## src/rtl/gate_sensor_conditioner.sv

```systemverilog
// Lion-cage gate front end: 2-FF sync and debounce of both barriers, then a passage decoder.
// Optional stuck-barrier timers are built only when GATE_STUCK_DETECT_EN is defined.
module gate_sensor_conditioner #(
    parameter int DEBOUNCE_CYCLES = 16,
    parameter int CNT_W           = 8,
    parameter int STUCK_CYCLES    = 4096
) (
    input  logic clk,
    input  logic rst_n,
    input  logic g_one_raw,
    input  logic g_two_raw,
    output logic g_one,
    output logic g_two,
    output logic enter_pulse,
    output logic exit_pulse,
    output logic seq_fault,
    output logic stuck
);

    typedef enum logic [2:0] {
        S_IDLE, S_ENT1, S_ENT2, S_ENT3, S_EXT1, S_EXT2, S_EXT3, S_WAIT_CLR
    } state_t;

    localparam logic [CNT_W-1:0] CNT_LAST = CNT_W'(DEBOUNCE_CYCLES - 1);

    // Index 0 = outer barrier (A), index 1 = inner barrier (B).
    logic [1:0]            sync1_q, sync2_q;
    logic [1:0]            stable_q, stable_d;
    logic [1:0][CNT_W-1:0] cnt_q, cnt_d;
    state_t                state_q, state_d;
    logic                  enter_q, enter_d;
    logic                  exit_q, exit_d;
    logic                  fault_q, fault_d;
    logic                  a, b;
    logic [1:0]            exp_ab, chg;

    always_comb begin
        stable_d = stable_q;
        cnt_d    = '0;
        for (int i = 0; i < 2; i++) begin
            if (sync2_q[i] != stable_q[i]) begin
                if (cnt_q[i] == CNT_LAST) begin
                    stable_d[i] = sync2_q[i];
                end else begin
                    cnt_d[i] = cnt_q[i] + 1'b1;
                end
            end
        end
    end

    assign a = stable_q[0];
    assign b = stable_q[1];

    // Each crossing state implies the levels that got us there; a change is a deviation from them.
    always_comb begin
        state_d = state_q;
        enter_d = 1'b0;
        exit_d  = 1'b0;
        fault_d = 1'b0;
        case (state_q)
            S_ENT1, S_EXT3: exp_ab = 2'b10;
            S_ENT2, S_EXT2: exp_ab = 2'b11;
            S_ENT3, S_EXT1: exp_ab = 2'b01;
            default:        exp_ab = 2'b00;
        endcase
        chg = {a, b} ^ exp_ab;

        if (state_q == S_WAIT_CLR) begin
            if (!a && !b) state_d = S_IDLE;
        end else if (chg == 2'b11) begin
            fault_d = 1'b1;
            state_d = S_WAIT_CLR;
        end else if (chg != 2'b00) begin
            case (state_q)
                S_IDLE: state_d = a ? S_ENT1 : S_EXT1;
                S_ENT1: state_d = b ? S_ENT2 : S_IDLE;
                S_ENT2: state_d = a ? S_ENT1 : S_ENT3;
                S_ENT3: begin
                    state_d = a ? S_ENT2 : S_IDLE;
                    enter_d = !a;
                end
                S_EXT1: state_d = a ? S_EXT2 : S_IDLE;
                S_EXT2: state_d = b ? S_EXT1 : S_EXT3;
                S_EXT3: begin
                    state_d = b ? S_EXT2 : S_IDLE;
                    exit_d  = !b;
                end
                default: state_d = S_WAIT_CLR;
            endcase
        end
    end

    always_ff @(posedge clk or negedge rst_n) begin
        if (!rst_n) begin
            sync1_q  <= '0;
            sync2_q  <= '0;
            stable_q <= '0;
            cnt_q    <= '0;
            state_q  <= S_IDLE;
            enter_q  <= 1'b0;
            exit_q   <= 1'b0;
            fault_q  <= 1'b0;
        end else begin
            sync1_q  <= {g_two_raw, g_one_raw};
            sync2_q  <= sync1_q;
            stable_q <= stable_d;
            cnt_q    <= cnt_d;
            state_q  <= state_d;
            enter_q  <= enter_d;
            exit_q   <= exit_d;
            fault_q  <= fault_d;
        end
    end

    assign g_one       = stable_q[0];
    assign g_two       = stable_q[1];
    assign enter_pulse = enter_q;
    assign exit_pulse  = exit_q;
    assign seq_fault   = fault_q;

`ifdef GATE_STUCK_DETECT_EN
    localparam int TW = $clog2(STUCK_CYCLES + 1);
    localparam logic [TW-1:0] T_MAX = TW'(STUCK_CYCLES);

    logic [1:0][TW-1:0] tmr_q, tmr_d;

    // Timers saturate at the threshold, so equality means "held at least STUCK_CYCLES".
    always_comb begin
        tmr_d = '0;
        for (int i = 0; i < 2; i++) begin
            if (stable_q[i]) begin
                tmr_d[i] = (tmr_q[i] == T_MAX) ? T_MAX : tmr_q[i] + 1'b1;
            end
        end
    end

    always_ff @(posedge clk or negedge rst_n) begin
        if (!rst_n) begin
            tmr_q <= '0;
        end else begin
            tmr_q <= tmr_d;
        end
    end

    assign stuck = (tmr_q[0] == T_MAX) || (tmr_q[1] == T_MAX);
`else
    // No timers in this build; the threshold is never negative, so this is constant 0.
    assign stuck = (STUCK_CYCLES < 0);
`endif

endmodule

```

## config.mk

```make
export PLATFORM = sky130hd
export DESIGN_NAME = gate_sensor_conditioner
export DESIGN_NICKNAME = d
export VERILOG_FILES = /design/src/rtl/gate_sensor_conditioner.sv
export SDC_FILE = /design/constraint.sdc
export NUM_CORES = 1
export LEC_CHECK = 0
export CELL_PAD_IN_SITES_DETAIL_PLACEMENT = 1
export CELL_PAD_IN_SITES_GLOBAL_PLACEMENT = 2
export CORE_AREA = 2 2 46 91
export CTS_CLUSTER_SIZE = 10
export DETAILED_ROUTE_END_ITERATION = 10
export DIE_AREA = 0 0 48 93
export PLACE_DENSITY_LB_ADDON = 0.1
export SLEW_MARGIN = 20
export SYNTH_ARGS = -nofsm -noshare
export SYNTH_HDL_FRONTEND = slang
export SYNTH_SLANG_ARGS = --single-unit
export TNS_END_PERCENT = 100
```

## constraint.sdc

```tcl
create_clock -name clk -period 5.4 [get_ports clk]
set_input_delay 0.81 -clock clk [delete_from_list [all_inputs] [get_ports clk]]
set_output_delay 0.81 -clock clk [all_outputs]
set_load 0.005 [all_outputs]
```

* Yosys cells after proc, flatten, opt, wreduce, memory -nomap -nowiden
Cells that the tools add are included.
Cells by class: bitwise gates (word level) 1, shift operators 0, equal/unequal tests 13, reduce and logical (&&, ||, !) cells 12, $lt $le $gt $ge 0, divide/modulo/power cells 0, muxes and demuxes 27, $add $sub $neg 2, $mul 0
Operators with widths (count):
- 2-to-1 mux 8 bit | 4
- 2-to-1 mux 3 bit | 7
- one-hot mux 3 bit (7 select lines) | 1
- adder 8 x 1 -> 8 bit, second input constant | 2
- == test 8 x 4 -> 1 bit, second input constant | 2
- == test 3 bit, second input constant | 4
- 2-to-1 mux 1 bit | 10
- 2-to-1 mux 2 bit | 4
- == test 3 x 2 -> 1 bit, second input constant | 2
- one-hot mux 2 bit (3 select lines) | 1
- AND reduction 2 bit | 3
- OR reduction 2 bit | 3
- == test 3 x 1 -> 1 bit, second input constant | 1
- zero test 3 bit | 1
- nonzero test 3 bit | 1
- == test 2 bit, second input constant | 1
- zero test 1 bit | 2
- inequality test 1 bit | 2
- inequality test 2 x 1 -> 1 bit, second input constant | 1
- nonzero test 2 bit | 1
- XOR 2 bit | 1
- logical AND 1 bit | 1
Word-level totals: latch bits 0, bits of input ports 4, memories 0, memory bits (writable) 0, ROM bits 0, logic and storage cells 65, output and inout port bits 6, register bits 28

* Depth between registers and ports, before layout
Gate-level depths: netlist of run 1.
depth after elaboration 8, gate-level depth with buffers 7, mapped depth without buffers 6

* Worst setup path before layout of run 1
Ideal clock, no wire load.
path type reg2reg, start point reg state_q[0], end point reg state_q[0], required time 5.257 ns, path buffers 0, period minus slack after synthesis 1.797 ns, stages on the path, launching flop included 7, arrival 1.655 ns, library setup time 0.143 ns, setup slack 3.603 ns, cell sequence dfrtp_1 > inv_1 > ha_1 > xor2_4 > mux2_4 > a2111oi_0 > a31oi_1
On the way: word-level cells in the longest chain between the ends 7, elaborated cells between the ends (all ways) 22, classes of those cells eq/ne (9); mux (5); bitwise (1); reduce/logical (7)
RTL lines:
- from (decl) | RTL line 30 | state_t state_q, state_d;
- from (signal assigned) | RTL line 108 | state_q <= state_d;
- == test 3 bit, or another cell as far along | RTL line 60, 74
- OR reduction 2 bit | RTL line 60 | case (state_q)
- one-hot mux 2 bit (3 select lines) | RTL line 60
- XOR 2 bit | RTL line 66 | chg = {a, b} ^ exp_ab;
- == test 2 bit or nonzero test 2 bit (tied branches) | RTL line 70, 73
- nonzero test 3 bit (no line) or 2-to-1 mux 3 bit (tied branches)
- AND reduction 2 bit (no line) or 2-to-1 mux 3 bit (tied branches)
Several ways; a longest one is shown, not always the timed one. The select of a mux whose other input is x is not followed. A chain may end at the register's enable or synchronous reset.

* Worst setup path after layout of run 1
start point reg stable_q[1], end point out g_two
RTL lines:
- from (decl) | RTL line 28 | logic [1:0] stable_q, stable_d;
- from (signal assigned) | RTL line 106 | stable_q <= stable_d;
- to (decl) | RTL line 13 | output logic g_two,
No word-level cell between the ends.

==> results of run 1 <==
## routing by layer
layer / share of wire, % / up-vias / wire, µm
li1: - / 487 / -
met1: 38 / 525 / 1125
met2: 58 / 14 / 1703
met3: 1.6 / 5 / 48
met4: 1.6 / 0 / 48
met5: 0 / - / 0
## power breakdown
part	switching, mW	leakage (nW)	internal (mW)
clock network	0.0586	0.0216	0.0499
logic	0.179	0.331	0.142
registers	0.0270	0.368	0.236
## worst min path at each step
stage,slack (ns),end,depth (start not counted)
floorplan,0.33,sync2_q[0],0
global placement,0.33,sync2_q[0],0
detailed placement,0.34,sync2_q[0],0
CTS,0.36,sync2_q[0],0
global route,0.37,sync2_q[0],0
finish,0.36,sync2_q[0],0
## layout by cell type, fill, tap and decap left out, types with 2 or more instances in the layout
cell type        synthesis  routed
nor2_1                  22      22
nor4_1                   2       2
clkbuf_8                 0       3
nor3_1                   2       2
a2111oi_0                2       2
and3_1                   5       5
inv_1                    4       4
clkdlybuf4s50_1          0       8
ha_1                     6       6
a31oi_1                  3       3
xor2_1                  10      10
xnor2_1                  9       9
and2_1                   4       4
nand4_1                  2       2
nand3_1                  4       4
nand2b_1                 3       3
mux2_2                   2       2
nand2_1                  7       7
o21ai_0                  4       4
dfrtp_1                 28      28
a221oi_1                 3       3
## logic make-up after synthesis
kind of cell               after synthesis  share of synthesized area (%)
other                                    1                         0.2553
DFF                                     28                          47.70
xor gates and xnor gates                20                          13.20
buffers and inverters                    9                          3.492
and+or+nand+nor                         54                          18.14
adders and majority gates                6                          5.111
muxes                                    4                          3.236
AOI/OAI and AO/OA                       17                          8.860
## worst register-to-register path, cell delays in order, from the launching register on
cell	delay, ns
dfrtp_1	0.41
inv_1	0.08
ha_1	0.31
nor2_1	0.31
nor3_1	0.17
o311ai_2	0.46
a31oi_1	0.14
## final cells by class
type	instances	area [µm²]	share of cell area, %
flip-flops and latches	28	700.7	43.11
well taps	51	63.81	3.926
inverters	4	15.01	0.9238
repair buffers	9	87.58	5.389
multi-input cells	102	716.9	44.11
clock buffers	3	41.29	2.540
## registers in the layout, indices dropped and copies added (netlist names)
register     cells
cnt_q           16
enter_pulse      1
exit_pulse       1
seq_fault        1
stable_q         2
state_q          3
sync1_q          2
sync2_q          2
==> impl_results.md, run 1 <==
- Min-delay src: sync1_q[0]
- R2R cell count: 6
- Relative slew slack: 64.13%
- Post_cts resized: 0
- Total Routing Usage GR: between 15 and 20%
- Pins Over Slew Limit: 0
- Num rows: 32
- Clock transition at path regs: 0.09 ns
- Worst Setup SP: stable_q[1]
- First-pass GRT wire length: slightly below 5000 µm
- Hold slack final: approximately 0.36 ns
- HP Class: flip-flop to flip-flop
- Overall via count from detail_route: between 1000 and 1500
- RSZ-0062 raised after global routing: false
- Vias in the first global route: 1109
- Antenna Cells: 0
- Total power draw: between 0.6 and 0.7 mW
- Gpl congestion: between 0.8 and 0.9
- Synthesized cell area: around 1500 µm²
- Final HPWL DP: 2267 µm
- Period utilization: 43.84%
- Boundary Pins: 10
- Met2 Usage GRT: 27.78%
- Post-route ant nets: 0
- Final wirelength: ~2900 µm
- # placed instances: 194
- Critical Path AT: roughly 1.6 ns
- Seq/Total Area, Yosys: a little under half
- Max incr delay on CP: 0.68 ns
- Layout area overhead: 10.65%
- CP top delay family: flip-flops
- Largest net degree at the start of global routing: 29
- Synth Register Bits: 28
- Clock Latency Late Sink: 0.27 ns
- Die W: 48 µm
- Largest area contributor in the netlist: dfrtp_1
- CTS max path bufs: 2
- Max cap viols: 0
- Initial antenna violation count: 0
- Final setup margin: just over 3 ns
- Drt drc: 0
- Dpl cell area: 1584 µm²
- Synth warn: 0
- Critical path buffers and inverters: 1
- H-tree depth: 1
- Pwr/cell area: around 430 nW/µm²
- Met1 usage: around 17%
- Top-count cell post-synth: dfrtp_1
- Crit Path Category: flip-flop to output port
- TritonCTS Buffers: 3
- Fin area: approximately 1600 µm²
- Setup_tns: 0 ns
- CP startpoint kind: flip-flop
- Crit path max fanout: 16
- Final setup viols: 0
- Peak VDD IR: between 0.0003 and 0.0004 V
- Post-synth cell types: 34
- Static Leak: 0.7201 nW
- WL per Instance: 14.85 µm
- Reg2reg start: state_q[0]
- Starting density of the core: 38.62%
- Min Tclk post-route: 2.367 ns
- Non-filler cells in the finished layout: between 150 and 200
- Hold buffer count at CTS: 0
- Post-layout util: a little over two fifths
- Slowest-stage cell, CP: dfrtp_1
- Max Fclk: between 400 and 500 MHz
- Fillers: about 440
- Syn Area/Cell: ~11 µm²
- List of most frequent post-synthesis cells: 28 x dfrtp_1, 22 x nor2_1, 10 x xor2_1
- Synth top area share: between 40 and 50%
- Post-CTS Setup Bufs: 0
- CP Depth: 1
- Root buf cell: clkbuf_8
- Initial drt markers: 10
- Crit end category: output port
- Worst-Margin Slew: between 0.5 and 0.6 ns
- Port bufs: 8
- Clock skew: 0.008178 ns
- CTS sink cnt: 28
- Die Height: roughly 93 µm
- Final hold violation count: 0
- Primary FF master, synth: dfrtp_1
- Pre-CTS WS: between 3 and 4 ns
- Final Net Count: 158
- GR Util met3: 1.351%
- Reg-to-reg endpoint: state_q[2]
- Area contributors post-synth: dfrtp_1 48%, xor2_1 6.0%, nor2_1 5.6%, xnor2_1 5.4%, ha_1 5.1%
- Die ar.: approximately 4500 µm²
- Crit path capture: g_two
- GR Overflow Total: 0
- Syn nets: around 150
- Post-synth EDFFs: 0
- Status: finished clean
- R2r setup slk: between 3 and 4 ns
- Top Usage Layer GRT: met2
- TritonRoute pass-1 iters: 4
- CTS tree: done
- Asr flop ratio synth: between 90% and 100%
- Worst EP required: 4.59 ns
- Layout cells sized above 1: under 10%
- Core ar.: about 3800 µm²
- Worst path cell trace: clkdlybuf4s50_1
- Vias/cell: 5.234
- Post-Synthesis Cells: between 100 and 150
Note: power is estimated with default switching activity, not from simulation.
==> inputs of run 2 (changes only) <==
--- a/config.mk
+++ b/config.mk
@@ -7,10 +7,10 @@
 export LEC_CHECK = 0
 export CELL_PAD_IN_SITES_DETAIL_PLACEMENT = 1
 export CELL_PAD_IN_SITES_GLOBAL_PLACEMENT = 2
-export CORE_AREA = 2 2 46 91
+export CORE_AREA = 2 2 50 98
 export CTS_CLUSTER_SIZE = 10
 export DETAILED_ROUTE_END_ITERATION = 10
-export DIE_AREA = 0 0 48 93
+export DIE_AREA = 0 0 52 100
 export PLACE_DENSITY_LB_ADDON = 0.1
 export SLEW_MARGIN = 20
 export SYNTH_ARGS = -nofsm -noshare
==> constraint.sdc (replaced) <==
create_clock -name clk -period 2.05 [get_ports clk]
set_input_delay 0.3075 -clock clk [delete_from_list [all_inputs] [get_ports clk]]
set_output_delay 0.3075 -clock clk [all_outputs]
set_load 0.005 [all_outputs]
==> impl_results.md, run 2 (synthesis gave the netlist of run 1 again) <==
- Status: finished clean
- Crit path max fanout: 4
- H-tree depth: 1
- First-pass GRT wire length: 4954 µm
- Clk pwr share: between 20% and 30%
- Internal Power: 1.312 mW
- Layout area overhead: 15.50%
- Initial antenna violation count: 0
- Fillers: approximately 510
- Relative slew slack: a little under two thirds
- Crit end category: flip-flop
- Most flop-heavy register: cnt_q
- Multi-input gate area: between 700 and 800 µm²
- Final Net Count: 162
- Core ar.: 4511 µm²
- Worst hold stages: 0
- Fin area: around 1700 µm²
- Max Fclk: 511.2 MHz
- Reg-to-reg endpoint: state_q[1]
- Port bufs: 8
- Worst-Margin Slew: between 0.5 and 0.6 ns
- Static Leak: 0.7556 nW
- Most common cell after layout, fill and taps aside: dfrtp_1
- Critical Path AT: ~2.1 ns
- Overall via count from detail_route: ~1000
- TritonCTS Buffers: 3
- Final hold violation count: 0
- Commonest non-fill, non-tap cells in the layout: 28 x dfrtp_1, 22 x nor2_1, 10 x xor2_1
- CTS tree: done
- Clock skew: between 0.01 and 0.015 ns
- Starting density of the core: 32.57%
- Min-delay src: sync1_q[0]
- Period utilization: 95.42%
- Die W: about 52 µm
- Final setup viols: 0
- Final wirelength: just under 3000 µm
- CTS max path bufs: 2
- Die Height: about 100 µm
- Dpl cell area: 1612 µm²
- Root buf cell: clkbuf_8
- Non-filler cells in the finished layout: between 200 and 250
- CP startpoint kind: flip-flop
- Crit Path Category: flip-flop to flip-flop
- Final HPWL DP: between 2000 and 2500 µm
- Switching Power: roughly 0.72 mW
- Switching share of total power: between 30% and 40%
- Die ar.: between 5000 and 6000 µm²
- Drt drc: 0
- Peak VDD IR: 0.0006016 V
- Pins Over Slew Limit: 0
- Final setup margin: between 0.09 and 0.1 ns
- Storage element area: 700.7 µm²
- CTS sink cnt: 28
- Antenna Cells: 0
- Reg power frac: about a third
- Min Tclk post-route: between 1.5 and 2 ns
- Top flop regs: cnt_q (16), state_q (3)
- WL per Instance: approximately 14 µm
- Hold buffer count at CTS: 0
- Logic pwr share: 45.1%
- Layout cells sized above 1: roughly 9.9%
- Hold slack final: around 0.36 ns
- Clock Latency Late Sink: between 0.2 and 0.3 ns
- Gpl congestion: 0.7357
- R2r setup slk: 0.09 ns
- Total Routing Usage GR: about an eighth
- Largest net degree at the start of global routing: 29
- Initial drt markers: 6
- Pre-CTS WS: 0.1114 ns
- GR Overflow Total: 0
- Vias in the first global route: approximately 1000
- Setup_tns: 0 ns
- Clock transition at path regs: approximately 0.10 ns
- Post-route ant nets: 0
- Pwr/cell area: ~1200 nW/µm²
- R2R cell count: 6
- TritonRoute pass-1 iters: 4
- Num rows: 35
- Boundary Pins: 10
- Vias/cell: 4.927
- # placed instances: ~200
- HP Class: flip-flop to flip-flop
- Worst EP required: between 2 and 2.5 ns
- Reg2reg start: state_q[0]
- Min-Delay Endpoint: sync2_q[0]
- Largest register FFs: 16
- Max cap viols: 0
run 2: cell types whose count changed in the layout (fill, tap and decap cells not counted), sizes merged:
| cell | before | now |
|---|---|---|
| buf | 1 | 5 |
| bufinv | 0 | 1 |
run 2: worst max-delay path by stage:
| stage | startpoint | endpoint | slack (ns) | depth (start not counted) |
|---|---|---|---|---|
| 2_1_floorplan | state_q[0] | state_q[0] | 0.25 | 6 |
| 3_3_place_gp | state_q[0] | state_q[1] | 0.13 | 6 |
| 3_5_place_dp | state_q[0] | state_q[1] | 0.11 | 6 |
| 4_1_cts | state_q[0] | state_q[1] | 0.1 | 6 |
| 5_1_grt | state_q[0] | state_q[1] | -0.02 | 6 |
| 6_report | state_q[0] | state_q[1] | 0.09 | 6 |
run 2: worst max-delay path, stage by stage, from the launching register on:
cell,delay [ns]
dfrtp_1,0.43
inv_1,0.08
ha_1,0.38
xor2_4,0.19
mux2_4,0.30
a2111oi_0,0.37
a31oi_1,0.07
run 2: area by class of cell:
class	instances	share of cell area, %
multi-input combinational	102	42.63
timing repair buffer	13	6.932
tap	55	4.056
clock inverter	1	1.770
clock buffer	3	2.434
sequential	28	41.30
inverter	4	0.8850
run 2: routing by layer:
metal | track usage (%) | part of all wire, % | vias up
li1 | - | - | 500
met1 | 17.00 | 47 | 503
met2 | 19.96 | 50 | 10
met3 | 1.339 | 1.9 | 2
met4 | 4.858 | 1.0 | 0
met5 | 0 | 0 | -
run 2: stage by stage:
step	power, mW	utilization (%)
6_report	2.033	37.61
5_1_grt	2.199	37.61
4_1_cts	2.038	37.31
3_5_place_dp	1.599	35.73
3_3_place_gp	1.609	35.73
2_1_floorplan	1.337	-
run 2: timing repair:
action	CTS	global route
gates resized for setup	0	2
setup buffers	0	1
setup endpoints to repair	0	3
run 2: power groups by stage:
stage          clock, mW  sequential, mW  combinational (mW)
2_1_floorplan          0           0.672               0.665
6_report           0.421           0.694               0.918
4_1_cts            0.448           0.691               0.899
5_1_grt            0.460           0.705                1.03
3_3_place_gp           0           0.702               0.907
3_5_place_dp           0           0.703               0.896
==> inputs of run 3 (changes only) <==
--- a/config.mk
+++ b/config.mk
@@ -7,10 +7,10 @@
 export LEC_CHECK = 0
 export CELL_PAD_IN_SITES_DETAIL_PLACEMENT = 1
 export CELL_PAD_IN_SITES_GLOBAL_PLACEMENT = 2
-export CORE_AREA = 2 2 50 98
+export CORE_AREA = 2 2 46 91
 export CTS_CLUSTER_SIZE = 10
 export DETAILED_ROUTE_END_ITERATION = 10
-export DIE_AREA = 0 0 52 100
+export DIE_AREA = 0 0 48 93
 export PLACE_DENSITY_LB_ADDON = 0.1
 export SLEW_MARGIN = 20
 export SYNTH_ARGS = -nofsm -noshare
==> constraint.sdc (replaced) <==
create_clock -name clk -period 2.3 [get_ports clk]
set_input_delay 0.345 -clock clk [delete_from_list [all_inputs] [get_ports clk]]
set_output_delay 0.345 -clock clk [all_outputs]
set_load 0.005 [all_outputs]
==> impl_results.md, run 3 (synthesis gave the netlist of run 1 again) <==
- Die ar.: between 4000 and 5000 µm²
- CP startpoint kind: flip-flop
- Boundary Pins: 10
- Die Height: just over 90 µm
- Layout cells sized above 1: 8.054%
- Pins Over Slew Limit: 0
- Total Routing Usage GR: around 17%
- Worst-Margin Slew: 0.5584 ns
- Internal Power: between 1 and 1.5 mW
- Reg2reg start: state_q[0]
- Initial antenna violation count: 0
- WL per Instance: roughly 15 µm
- Min Tclk post-route: approximately 2 ns
- Post-CTS Setup Bufs: 0
- Switching share of total power: roughly two fifths
- Pre-CTS WS: a little under 0.3 ns
- Overall via count from detail_route: ~1100
- Starting density of the core: about two fifths
- Drt drc: 0
- Crit Path Category: flip-flop to flip-flop
- Crit end category: flip-flop
- Final setup viols: 0
- TritonRoute pass-1 iters: 4
- R2r setup slk: ~0.29 ns
- Clk pwr share: between 15 and 20%
- Min-Delay Endpoint: sync2_q[1]
- Final Net Count: 161
- Max Fclk: 497.6 MHz
- Die W: 48 µm
- Hold slack final: 0.3540 ns
- Reg-to-reg endpoint: state_q[0]
- Final HPWL DP: approximately 2400 µm
- Reg power frac: 36.8%
- RSZ-0062 raised after global routing: false
- Logic pwr share: roughly half
- Switching Power: 0.6473 mW
- Gpl congestion: 0.7786
- HP Class: flip-flop to flip-flop
- Relative slew slack: 62.77%
- Status: finished clean
- Critical Path AT: 2.14 ns
- Root buf cell: clkbuf_8
- Largest net degree at the start of global routing: 29
- Post-route ant nets: 0
- Static Leak: 0.7350 nW
- Layout area overhead: 12.18%
- CTS tree: done
- Top flop regs: cnt_q (16), state_q (3)
- Max cap viols: 0
- First-pass GRT wire length: 5471 µm
- Vias in the first global route: 1208
- Antenna Cells: 0
- Most common cell after layout, fill and taps aside: dfrtp_1
- Setup_tns: 0 ns
- CTS max path bufs: 2
- Peak VDD IR: about 0.00069 V
- Post_cts resized: 0
- Core ar.: 3804 µm²
- Final setup margin: 0.2903 ns
- Initial drt markers: 4
- Worst hold stages: 0
- Clock skew: approximately 0.0018 ns
- Hold buffer count at CTS: 0
- Crit path max fanout: 4
- Worst EP required: roughly 2.4 ns
- Vias/cell: about 5.3
- Most flop-heavy register: cnt_q
- Pwr/cell area: 1025 nW/µm²
- Commonest non-fill, non-tap cells in the layout: 28 x dfrtp_1, 22 x nor2_1, 10 x xor2_1
- H-tree depth: 1
- Fillers: 437
- Period utilization: a little under 90%
- Final hold violation count: 0
- Clock transition at path regs: 0.09 ns
- TritonCTS Buffers: 3
- Post-layout util: between 40 and 50%
- Largest register FFs: 16
- Final wirelength: 3098 µm
- R2R cell count: 6
- Clock Latency Late Sink: approximately 0.26 ns
- Num rows: 32
- CTS sink cnt: 28
- Port bufs: 8
- GR Overflow Total: 0
- Min-delay src: sync1_q[1]
-- run 3: cell count changes in the layout (fill, tap and decap cells not counted) --
cell	change
a2111oi_0	+1
bufinv_16	-1
nor3_1	+1
buf_4	-1
nor3_2	-1
a2111oi_1	-1
-- run 3: critical path: stages, from the launching register on --
cell	delay (ns)
dfrtp_1	0.42
inv_1	0.08
ha_1	0.38
xor2_4	0.20
mux2_4	0.29
a2111oi_0	0.42
a31oi_1	0.08
-- run 3: worst max path at each step --
stage | startpoint | to | slack, ns | depth (start not counted)
5_1_grt | state_q[0] | state_q[0] | 0.20 | 6
2_1_floorplan | state_q[0] | state_q[0] | 0.50 | 6
3_3_place_gp | state_q[0] | state_q[2] | 0.34 | 6
4_1_cts | state_q[0] | state_q[0] | 0.27 | 6
3_5_place_dp | state_q[0] | state_q[0] | 0.29 | 6
6_report | state_q[0] | state_q[0] | 0.29 | 6
-- run 3: final cells by class --
class | count | area [µm²] | area share, %
Inverter | 4 | 15.01 | 0.9112
Sequential cell | 28 | 700.7 | 42.52
Clock buffer | 3 | 41.29 | 2.506
Tap cell | 51 | 63.81 | 3.872
Timing Repair Buffer | 12 | 110.1 | 6.682
Multi-Input combinational cell | 102 | 716.9 | 43.51
-- run 3: through the flow --
step / power [mW] / instances / cell area (µm²)
2_1_floorplan: 1.192 / 139 / 1469
3_3_place_gp: 1.432 / 197 / 1607
3_5_place_dp: 1.451 / 197 / 1607
4_1_cts: 1.719 / 200 / 1648
5_1_grt: 1.830 / 200 / 1648
6_report: 1.689 / 200 / 1648
-- run 3: routing by layer --
| metal | vias up | routed length (µm) | global-route usage, % |
|---|---|---|---|
| li1 | 497 | - | - |
| met1 | 545 | 1107 | 16.83 |
| met2 | 10 | 1863 | 30.78 |
| met3 | 4 | 65 | 3.089 |
| met4 | 0 | 61 | 7.658 |
| met5 | - | 0 | 0 |
-- run 3: power by group through the flow --
stage	sequential, mW	combinational, mW	clock [mW]
3_3_place_gp	0.629	0.803	0
3_5_place_dp	0.633	0.818	0
4_1_cts	0.623	0.824	0.272
2_1_floorplan	0.599	0.593	0
5_1_grt	0.635	0.905	0.290
6_report	0.622	0.812	0.256
